**src/rtl/osc_scan_ctrl_pkg.sv**
```systemverilog
// Shared types and widths for the combinational-loop oscillation scanner.
package osc_scan_ctrl_pkg;

    localparam int VEC_W   = 8;
    localparam int PROBE_W = 3;
    localparam int CNT_W   = 9;

    typedef enum logic [2:0] {
        ST_IDLE    = 3'd0,
        ST_APPLY   = 3'd1,
        ST_SETTLE  = 3'd2,
        ST_OBSERVE = 3'd3,
        ST_EVAL    = 3'd4,
        ST_DONE    = 3'd5
    } state_e;

endpackage

```
**src/rtl/osc_scan_ctrl_sync2.sv**
```systemverilog
// Two-flop synchronizer for asynchronous probe/flag nets.
module sync2 #(
    parameter int W = 4
) (
    input  logic         clk,
    input  logic         rst_n,
    input  logic [W-1:0] d_i,
    output logic [W-1:0] q_o
);

    logic [W-1:0] meta_q;
    logic [W-1:0] sync_q;

    always_ff @(posedge clk or negedge rst_n) begin
        if (!rst_n) begin
            meta_q <= '0;
            sync_q <= '0;
        end else begin
            meta_q <= d_i;
            sync_q <= meta_q;
        end
    end

    assign q_o = sync_q;

endmodule

```
**src/rtl/osc_scan_ctrl.sv**
```systemverilog
// Walks all 256 input vectors, settles, watches loop feedback nets for
// transitions, and tallies oscillations and flag disagreements.
module osc_scan_ctrl
    import osc_scan_ctrl_pkg::*;
#(
    parameter int SETTLE_CYC = 4,
    parameter int OBS_CYC    = 8
) (
    input  logic               clk,
    input  logic               rst_n,
    input  logic               start,
    input  logic               abort,
    output logic [VEC_W-1:0]   vec_out,
    input  logic [PROBE_W-1:0] loop_probe,
    input  logic               osc_flag_in,
    output logic               busy,
    output logic               done,
    output logic               sample_valid,
    output logic [VEC_W-1:0]   sample_vec,
    output logic               sample_osc,
    output logic [CNT_W-1:0]   osc_cnt,
    output logic [CNT_W-1:0]   mismatch_cnt,
    output logic [VEC_W-1:0]   first_osc_vec,
    output logic               first_osc_valid,
    output logic [2:0]         dbg_state
);

    localparam logic [7:0]       SETTLE_LAST = 8'(SETTLE_CYC - 1);
    localparam logic [7:0]       OBS_LAST    = 8'(OBS_CYC - 1);
    localparam logic [CNT_W-1:0] CNT_ONE     = CNT_W'(1);
    localparam logic [VEC_W-1:0] VEC_ONE     = VEC_W'(1);
    localparam logic [VEC_W-1:0] VEC_LAST    = '1;

    state_e               state_q, state_d;
    logic [VEC_W-1:0]     vec_q, vec_d;
    logic [7:0]           cnt_q, cnt_d;
    logic [PROBE_W-1:0]   prev_q, prev_d;
    logic                 obs_q, obs_d;
    logic [CNT_W-1:0]     osc_cnt_q, osc_cnt_d;
    logic [CNT_W-1:0]     mis_cnt_q, mis_cnt_d;
    logic [VEC_W-1:0]     first_vec_q, first_vec_d;
    logic                 first_valid_q, first_valid_d;

    logic [PROBE_W:0]     sync_s;
    logic [PROBE_W-1:0]   probe_s;
    logic                 flag_s;

    sync2 #(.W(PROBE_W + 1)) u_sync (
        .clk   (clk),
        .rst_n (rst_n),
        .d_i   ({osc_flag_in, loop_probe}),
        .q_o   (sync_s)
    );

    assign flag_s  = sync_s[PROBE_W];
    assign probe_s = sync_s[PROBE_W-1:0];

    always_ff @(posedge clk or negedge rst_n) begin
        if (!rst_n) begin
            state_q       <= ST_IDLE;
            vec_q         <= '0;
            cnt_q         <= '0;
            prev_q        <= '0;
            obs_q         <= 1'b0;
            osc_cnt_q     <= '0;
            mis_cnt_q     <= '0;
            first_vec_q   <= '0;
            first_valid_q <= 1'b0;
        end else begin
            state_q       <= state_d;
            vec_q         <= vec_d;
            cnt_q         <= cnt_d;
            prev_q        <= prev_d;
            obs_q         <= obs_d;
            osc_cnt_q     <= osc_cnt_d;
            mis_cnt_q     <= mis_cnt_d;
            first_vec_q   <= first_vec_d;
            first_valid_q <= first_valid_d;
        end
    end

    always_comb begin
        state_d       = state_q;
        vec_d         = vec_q;
        cnt_d         = cnt_q;
        prev_d        = prev_q;
        obs_d         = obs_q;
        osc_cnt_d     = osc_cnt_q;
        mis_cnt_d     = mis_cnt_q;
        first_vec_d   = first_vec_q;
        first_valid_d = first_valid_q;
        // Abort overrides everything, including start in IDLE and a pending EVAL.
        if (abort) begin
            state_d = ST_IDLE;
        end else begin
            unique case (state_q)
                ST_IDLE: begin
                    if (start) begin
                        vec_d         = '0;
                        osc_cnt_d     = '0;
                        mis_cnt_d     = '0;
                        first_vec_d   = '0;
                        first_valid_d = 1'b0;
                        state_d       = ST_APPLY;
                    end
                end
                ST_APPLY: begin
                    obs_d   = 1'b0;
                    cnt_d   = '0;
                    state_d = ST_SETTLE;
                end
                ST_SETTLE: begin
                    if (cnt_q == SETTLE_LAST) begin
                        cnt_d   = '0;
                        prev_d  = probe_s;
                        state_d = ST_OBSERVE;
                    end else begin
                        cnt_d = cnt_q + 8'd1;
                    end
                end
                ST_OBSERVE: begin
                    if (probe_s != prev_q) obs_d = 1'b1;
                    prev_d = probe_s;
                    if (cnt_q == OBS_LAST) begin
                        cnt_d   = '0;
                        state_d = ST_EVAL;
                    end else begin
                        cnt_d = cnt_q + 8'd1;
                    end
                end
                ST_EVAL: begin
                    if (obs_q) osc_cnt_d = osc_cnt_q + CNT_ONE;
                    if (flag_s != obs_q) mis_cnt_d = mis_cnt_q + CNT_ONE;
                    if (obs_q && !first_valid_q) begin
                        first_vec_d   = vec_q;
                        first_valid_d = 1'b1;
                    end
                    if (vec_q == VEC_LAST) begin
                        state_d = ST_DONE;
                    end else begin
                        vec_d   = vec_q + VEC_ONE;
                        state_d = ST_APPLY;
                    end
                end
                ST_DONE: state_d = ST_IDLE;
                default: state_d = ST_IDLE;
            endcase
        end
    end

    assign vec_out         = vec_q;
    assign busy            = (state_q != ST_IDLE);
    assign done            = (state_q == ST_DONE);
    assign sample_valid    = (state_q == ST_EVAL);
    assign sample_vec      = vec_q;
    assign sample_osc      = sample_valid & obs_q;
    assign osc_cnt         = osc_cnt_q;
    assign mismatch_cnt    = mis_cnt_q;
    assign first_osc_vec   = first_vec_q;
    assign first_osc_valid = first_valid_q;
    assign dbg_state       = state_q;

endmodule
```
**config.mk**
```make
export PLATFORM = sky130hd
export DESIGN_NAME = osc_scan_ctrl
export DESIGN_NICKNAME = d
export VERILOG_FILES = /design/src/rtl/osc_scan_ctrl_pkg.sv /design/src/rtl/osc_scan_ctrl_sync2.sv /design/src/rtl/osc_scan_ctrl.sv
export SDC_FILE = /design/constraint.sdc
export NUM_CORES = 1
export LEC_CHECK = 0
export CAP_MARGIN = 20
export CORE_UTILIZATION = 40
export CTS_CLUSTER_DIAMETER = 50
export DETAILED_ROUTE_END_ITERATION = 6
export PLACE_DENSITY = 0.7
export SYNTH_ARGS = -nofsm -noshare
export SYNTH_HDL_FRONTEND = slang
export SYNTH_HIERARCHICAL = 1
export SYNTH_SLANG_ARGS = --single-unit
```
**constraint.sdc**
```tcl
create_clock -name clk -period 2.05 [get_ports clk]
set_clock_uncertainty 0.1 [all_clocks]
set_input_delay 0.205 -clock clk [delete_from_list [all_inputs] [get_ports clk]]
set_output_delay 0.205 -clock clk [all_outputs]
set_load 0.01 [all_outputs]
```
==> results of run 1 <==
[cells in the mapped netlist, drive strengths merged, types with 2 or more instances]
| cell type | count |
|---|---|
| xor2 | 3 |
| mux2 | 7 |
| and4 | 2 |
| or3 | 12 |
| o21a | 2 |
| and3 | 2 |
| nor4 | 7 |
| buf | 13 |
| clkbuf | 9 |
| inv | 6 |
| or4 | 6 |
| dfrtp | 58 |
| o31ai | 3 |
| xnor2 | 7 |
| a22o | 14 |
| nand2 | 34 |
| nand3 | 16 |
| a31oi | 3 |
| o211ai | 3 |
| nor2 | 19 |
| o21ai | 18 |
| a21oi | 11 |
| nor3 | 7 |
| mux2i | 4 |
| or2 | 2 |
| and2 | 2 |
| ha | 4 |
| nand4 | 6 |
| nand2b | 4 |
| nor3b | 3 |
[layout make-up]
type	count	area, um2
Timing Repair Buffer	98	872
Inverter	6	25.0
Multi-Input combinational cell	208	1340
Clock inverter	4	75.1
Sequential cell	58	1450
Fill cell	622	2880
Clock buffer	12	145
Tap cell	96	120
[state kept, by name (all words and copies together), names as in the netlist]
name / cells
u_sync/meta_q: 4
dbg_state: 3
prev_q: 3
mismatch_cnt: 9
obs_q: 1
first_osc_valid: 1
sample_vec: 8
osc_cnt: 9
u_sync/q_o: 4
first_osc_vec: 8
cnt_q: 8
[worst max-delay path, stage by stage, from the launching register on]
cell      delay, ns
dfrtp_1        0.40
or3b_4         0.41
buf_6          0.13
or4_4          0.50
nand2b_4       0.11
mux2_4         0.30
[power by group through the flow]
stage	clock network, uW	registers (uW)	logic (uW)
global route	1240	1230	389
detailed placement	0	1240	335
global placement	0	1240	330
CTS	1190	1220	339
floorplan	0	1250	195
finish	1170	1220	346
[kinds of logic after synthesis]
kind of cell	synth area share [%]
AO/OA/AOI/OAI	14.0
XOR/XNOR	3.01
adder cells (fa/ha/maj)	1.72
buffers and inverters	5.17
flip-flops	50.0
multiplexers	4.09
AND/OR/NAND/NOR	22.0
[layer usage]
layer	part of all wire (%)	vias to the layer above	wire [um]
met5	0	-	0
met4	0.79	0	55
met3	4.3	5	298
met2	48	76	3370
met1	46	1246	3220
li1	-	1237	-
[stage by stage]
| stage | cells | setup slack [ns] | cell area (um2) | TNS (ns) | util (%) |
|---|---|---|---|---|---|
| final | 482 | -0.00514 | 4030 | -0.00514 | 58.3 |
| after detailed placement | 459 | -0.177 | 3730 | -0.675 | 53.9 |
| after CTS | 477 | -0.0317 | 3980 | -0.0325 | 57.6 |
| after floorplan | 294 | -0.109 | 2930 | -0.118 | - |
| after global placement | 459 | -0.169 | 3730 | -0.496 | 53.9 |
| after global routing | 482 | -0.0490 | 4030 | -0.0657 | 58.3 |
[timing repair]
action | 4_1_cts | 5_1_grt
endpoints found under the setup margin | 4 | 12
buffers inserted | 1 | 5
hold endpoints to repair | 10 | 0
gates resized for setup | 9 | 10
pin swaps | 1 | 2
hold buffers | 1 | 0
[worst max path at each step]
stage                 endpoint  cells past startpoint  slack [ns]         start
6_report         sample_vec[0]                      5      -0.005  dbg_state[0]
5_1_grt          sample_vec[0]                      5       -0.05  dbg_state[0]
4_1_cts          sample_vec[0]                      5       -0.03  dbg_state[1]
3_5_place_dp   mismatch_cnt[6]                      5       -0.18         abort
3_3_place_gp   mismatch_cnt[6]                      5       -0.17         abort
2_1_floorplan    sample_vec[0]                      6       -0.11  dbg_state[0]
==> results.yml, run 1 <==
finish:
  layout_common_cells: "dfrtp_1 (58), clkdlybuf4s50_1 (52), buf_4 (37)"
  diodes: 0
  nets: 393
  layout-drive-gt1-share_pct: 20.2
  layout_commonest_cell: "dfrtp_1"
  area_growth_pct: 38.5
status:
  status: "finished with violations"
  violations: "setup timing"
grt:
  grt_usage_pct: 19.8
  use_met1_pct: 25.2
  grt_pass1_vias: 2432
  grt_pass1_wl_um: 11400
  busiest_layer: "met2"
  grt_max_degree: 25
  grt_overflow_total: 0
  gr-usage-met2_pct: 32.8
  grt_use_met3_pct: 4.93
  antenna_found_initial: 0
synth:
  ys_seq_elements: 58
  synth_top_cell_by_area: "dfrtp_1"
  synth-async-reset-ratio_pct: 100
  synth_fp_nets: 306
  synth_top_area_share_pct: 50.0
  yosysSeqAreaShare_pct: 50.0
  synthCells: 294
  postSynthAreaPerCell_um2: 9.88
  ys_warn_count: 6
  netlist_area_um2: 2910
  yosys-top-cells-area: "dfrtp_1 (50%), nand2_1 (4.4%), a22o_1 (4.2%), o21ai_0 (2.9%), nand3_1 (2.8%)"
  ys_types: 43
  synthFlopType: "dfrtp_1"
  synth_edf_count: 0
sta:
  period_share_pct: 100
  fmax_ghz: 0.487
  hold_viol: 0
  hold_ws_ns: 0.180
  maxSlewHeadroom_pct: 72.0
  setup_viol: 1
  setup_slack_ns: -0.00514
  worst_pin_slew_ns: 0.417
  min_period_ns: 2.06
  maxSlewViolCount: 0
  rsz0062_at_grt: "true"
floorplan:
  row_count: 30
  core_um2: 6910
  ioPinCount: 58
  fp.dieH_um: 87.2
  die_w_um: 87.2
  die_area_um2: 7610
  initial_utilization_pct: 42.1
setup_path:
  r2r_setup_slack_ns: -0.005
  worst-setup-path-type: "flip-flop to flip-flop"
  reg2reg_from: "dbg_state[0]"
  reg2regPathDepth: 5
  critPathCaptureType: "flip-flop"
  critPathMaxFanout: 3
  critPathRequiredTime_ns: 2.17
  reg2reg_to: "sample_vec[0]"
  critPathLaunchType: "flip-flop"
  cp.arrival_ns: 2.17
pwr:
  switchingPower_uw: 671
  seqPwrFrac_pct: 44.7
  p_leak_uw: 0.00177
  p_per_area_nw_per_um2: 680
  finalPower_uw: 2740
  intPower_uw: 2070
  pwr-share-clk_pct: 42.7
  swShare_pct: 24.5
  p_comb_share_pct: 12.6
  ir_worst_vdd_mv: 0.434
cts:
  cts.clk_slew.worst_paths_ns: 0.07
  cts_buffers: 9
  clockRootBuffer: "clkbuf_8"
  cts_sinks: 58
  cts_buffer_depth: 2
  cts_tree: "done"
  clk_latency_ns: 0.33
  htree_levels: 3
route:
  wire_per_inst_um: 14.4
  wirelength_um: 6940
  dr.pass1.iters: 4
  vias: 2564
  viasPerCell: 5.32
  drtIter0Drc: 181
  drc: 0
  postRouteAntennaNets: 0
place:
  io_buffers: 57
  gp_congestion: 0.895
  dp.final_hpwl_um: 4900
min_path:
  hold_class: "primary input to async pin"
flow_run:
  max_cap_viol_count: 0
Power figures use the tool's default switching activity.
==> run 2, diff against run 1 <==
- PLACE_DENSITY: 0.7 -> 0.68
- clock period: 2.05 -> 1.9 ns (I/O delays scaled with it)
==> run 2 against run 1 <==
The run still ends with setup timing left. Routed wire length shrank 0.82%. Cell count grew 1.9%. Non-clock buffer count grew 10. Design area grew 4.4%. Sequential share of layout area shrank 1.5 points. Die area is the same. Fmax grew 3.4%. Register-to-register slack lost 0.08 ns. First-iteration DRC count shrank 56%. Power grew 2.9%. Critical endpoint unchanged. Largest cell class unchanged. Highest routed layer unchanged.
==> results.yml, run 2 (synthesized netlist as in run 1, its figures left out) <==
status:
  status: "finished with violations"
  violations: "setup timing"
place:
  dp_cells: 469
  io_buffers: 57
  gp_congestion: 0.907
  place_area_um2: 3840
  dp.final_hpwl_um: 4880
route:
  drtIter0Drc: 79
  postRouteAntennaNets: 0
  routed.top_layer: "met4"
  met3WireLength_um: 288
  wire_per_inst_um: 14.0
  drt-met1-wl_um: 3180
  wl_met2_um: 3350
  wirelength_um: 6890
  dr.pass1.iters: 4
  drc: 0
  viasPerCell: 5.29
  vias: 2598
pwr:
  p_per_area_nw_per_um2: 671
  ir_worst_vdd_mv: 0.351
  p_leak_uw: 0.00185
finish:
  fillers: 606
  layout-drive-gt1-share_pct: 25.8
  fin_cells: 491
  stdcell_area_um2: 4200
  nets: 403
  diodes: 0
  utilization_pct: 60.8
  layout_commonest_cell: "dfrtp_1"
  layout_common_cells: "dfrtp_1 (58), clkdlybuf4s50_1 (51), buf_4 (41)"
  area_growth_pct: 44.6
min_path:
  hold_class: "primary input to async pin"
floorplan:
  fp.dieH_um: 87.2
  initial_utilization_pct: 42.1
  die_w_um: 87.2
  row_count: 30
  ioPinCount: 58
  core_um2: 6910
  die_area_um2: 7610
grt:
  antenna_found_initial: 0
  grt_usage_pct: 19.8
  grt_max_degree: 49
  grt_pass1_wl_um: 11600
  grt_overflow_total: 0
  grt_pass1_vias: 2482
sta:
  period_share_pct: 105
  maxSlewViolCount: 0
  rsz0062_at_grt: "true"
  setup_viol: 10
  maxSlewHeadroom_pct: 77.9
  fmax_ghz: 0.503
  min_period_ns: 1.99
  setup_slack_ns: -0.0877
  worst_pin_slew_ns: 0.328
  hold_viol: 0
cts:
  htree_levels: 3
  cts_buffers: 9
  cts_tree: "done"
  cts_buffer_depth: 2
  clockRootBuffer: "clkbuf_8"
  cts_sinks: 58
  cts.clk_slew.worst_paths_ns: 0.06
  clk_latency_ns: 0.33
setup_path:
  cp.arrival_ns: 2.10
  critPathLaunchType: "flip-flop"
  critPathMaxFanout: 4
  critPathCaptureType: "flip-flop"
  critPathRequiredTime_ns: 2.01
  worst-setup-path-type: "flip-flop to flip-flop"
flow_run:
  max_cap_viol_count: 0
run 2: layout make-up:
type / instances / area, um2 / area share (%)
clock buffers: 13 / 179 / 4.26
clock inverters: 2 / 10.0 / 0.238
inverters: 6 / 22.5 / 0.536
multi-input cells: 208 / 1430 / 33.9
flip-flops and latches: 58 / 1450 / 34.5
well taps: 96 / 120 / 2.86
repair buffers: 108 / 992 / 23.6
run 2: final timing paths:
path                                   from               end  slack [ns]  cells after the start
min                                   rst_n   mismatch_cnt[5]        0.17                      2
max reg2reg                    dbg_state[1]     sample_vec[0]       -0.09                      4
min reg2reg                u_sync/meta_q[2]     u_sync/q_o[2]        0.24                      0
max                            dbg_state[1]     sample_vec[0]       -0.09                      4
min in group clk              loop_probe[0]  u_sync/meta_q[0]        0.20                      1
max in group asynchronous             rst_n         prev_q[0]        0.98                      3
run 2: where the power goes:
| part | switching [uW] | total (uW) | internal (uW) | leakage [uW] |
|---|---|---|---|---|
| clock | 452 | 1060 | 604 | 0.000101 |
| sequential | 30.2 | 1320 | 1290 | 0.000784 |
| combinational | 229 | 443 | 214 | 0.000963 |
| total | 712 | 2820 | 2110 | 0.00185 |
run 2: through the flow:
stage	setup slack, ns	hold slack, ns	TNS, ns	power, uW
4_1_cts	-0.0822	0.168	-0.342	2820
5_1_grt	-0.120	0.175	-1.04	2960
3_3_place_gp	-0.243	-0.0163	-3.00	1730
3_5_place_dp	-0.264	-0.0159	-3.68	1740
2_1_floorplan	-0.259	-0.206	-1.18	1560
6_report	-0.0877	0.174	-0.266	2820
run 2: layer usage:
layer  global-route usage (%)  up-vias
met5                        0        -
met4                     7.60        0
met3                     4.64        7
met2                     32.2       74
met1                     25.8     1258
li1                         -     1259
run 2: repair_timing:
item,in CTS,in global routing
endpoints found under the setup margin,21,27
hold buffers,1,0
hold endpoints to repair,58,0
setup buffers,3,3
resized for setup,21,17
pin swaps,1,9
cloned,0,0
run 2: worst max-delay path, cell delays in order (launching register included):
cell	delay (ns)
dfrtp_1	0.42
or3b_4	0.42
or4_4	0.53
nand2b_4	0.12
mux2_4	0.29
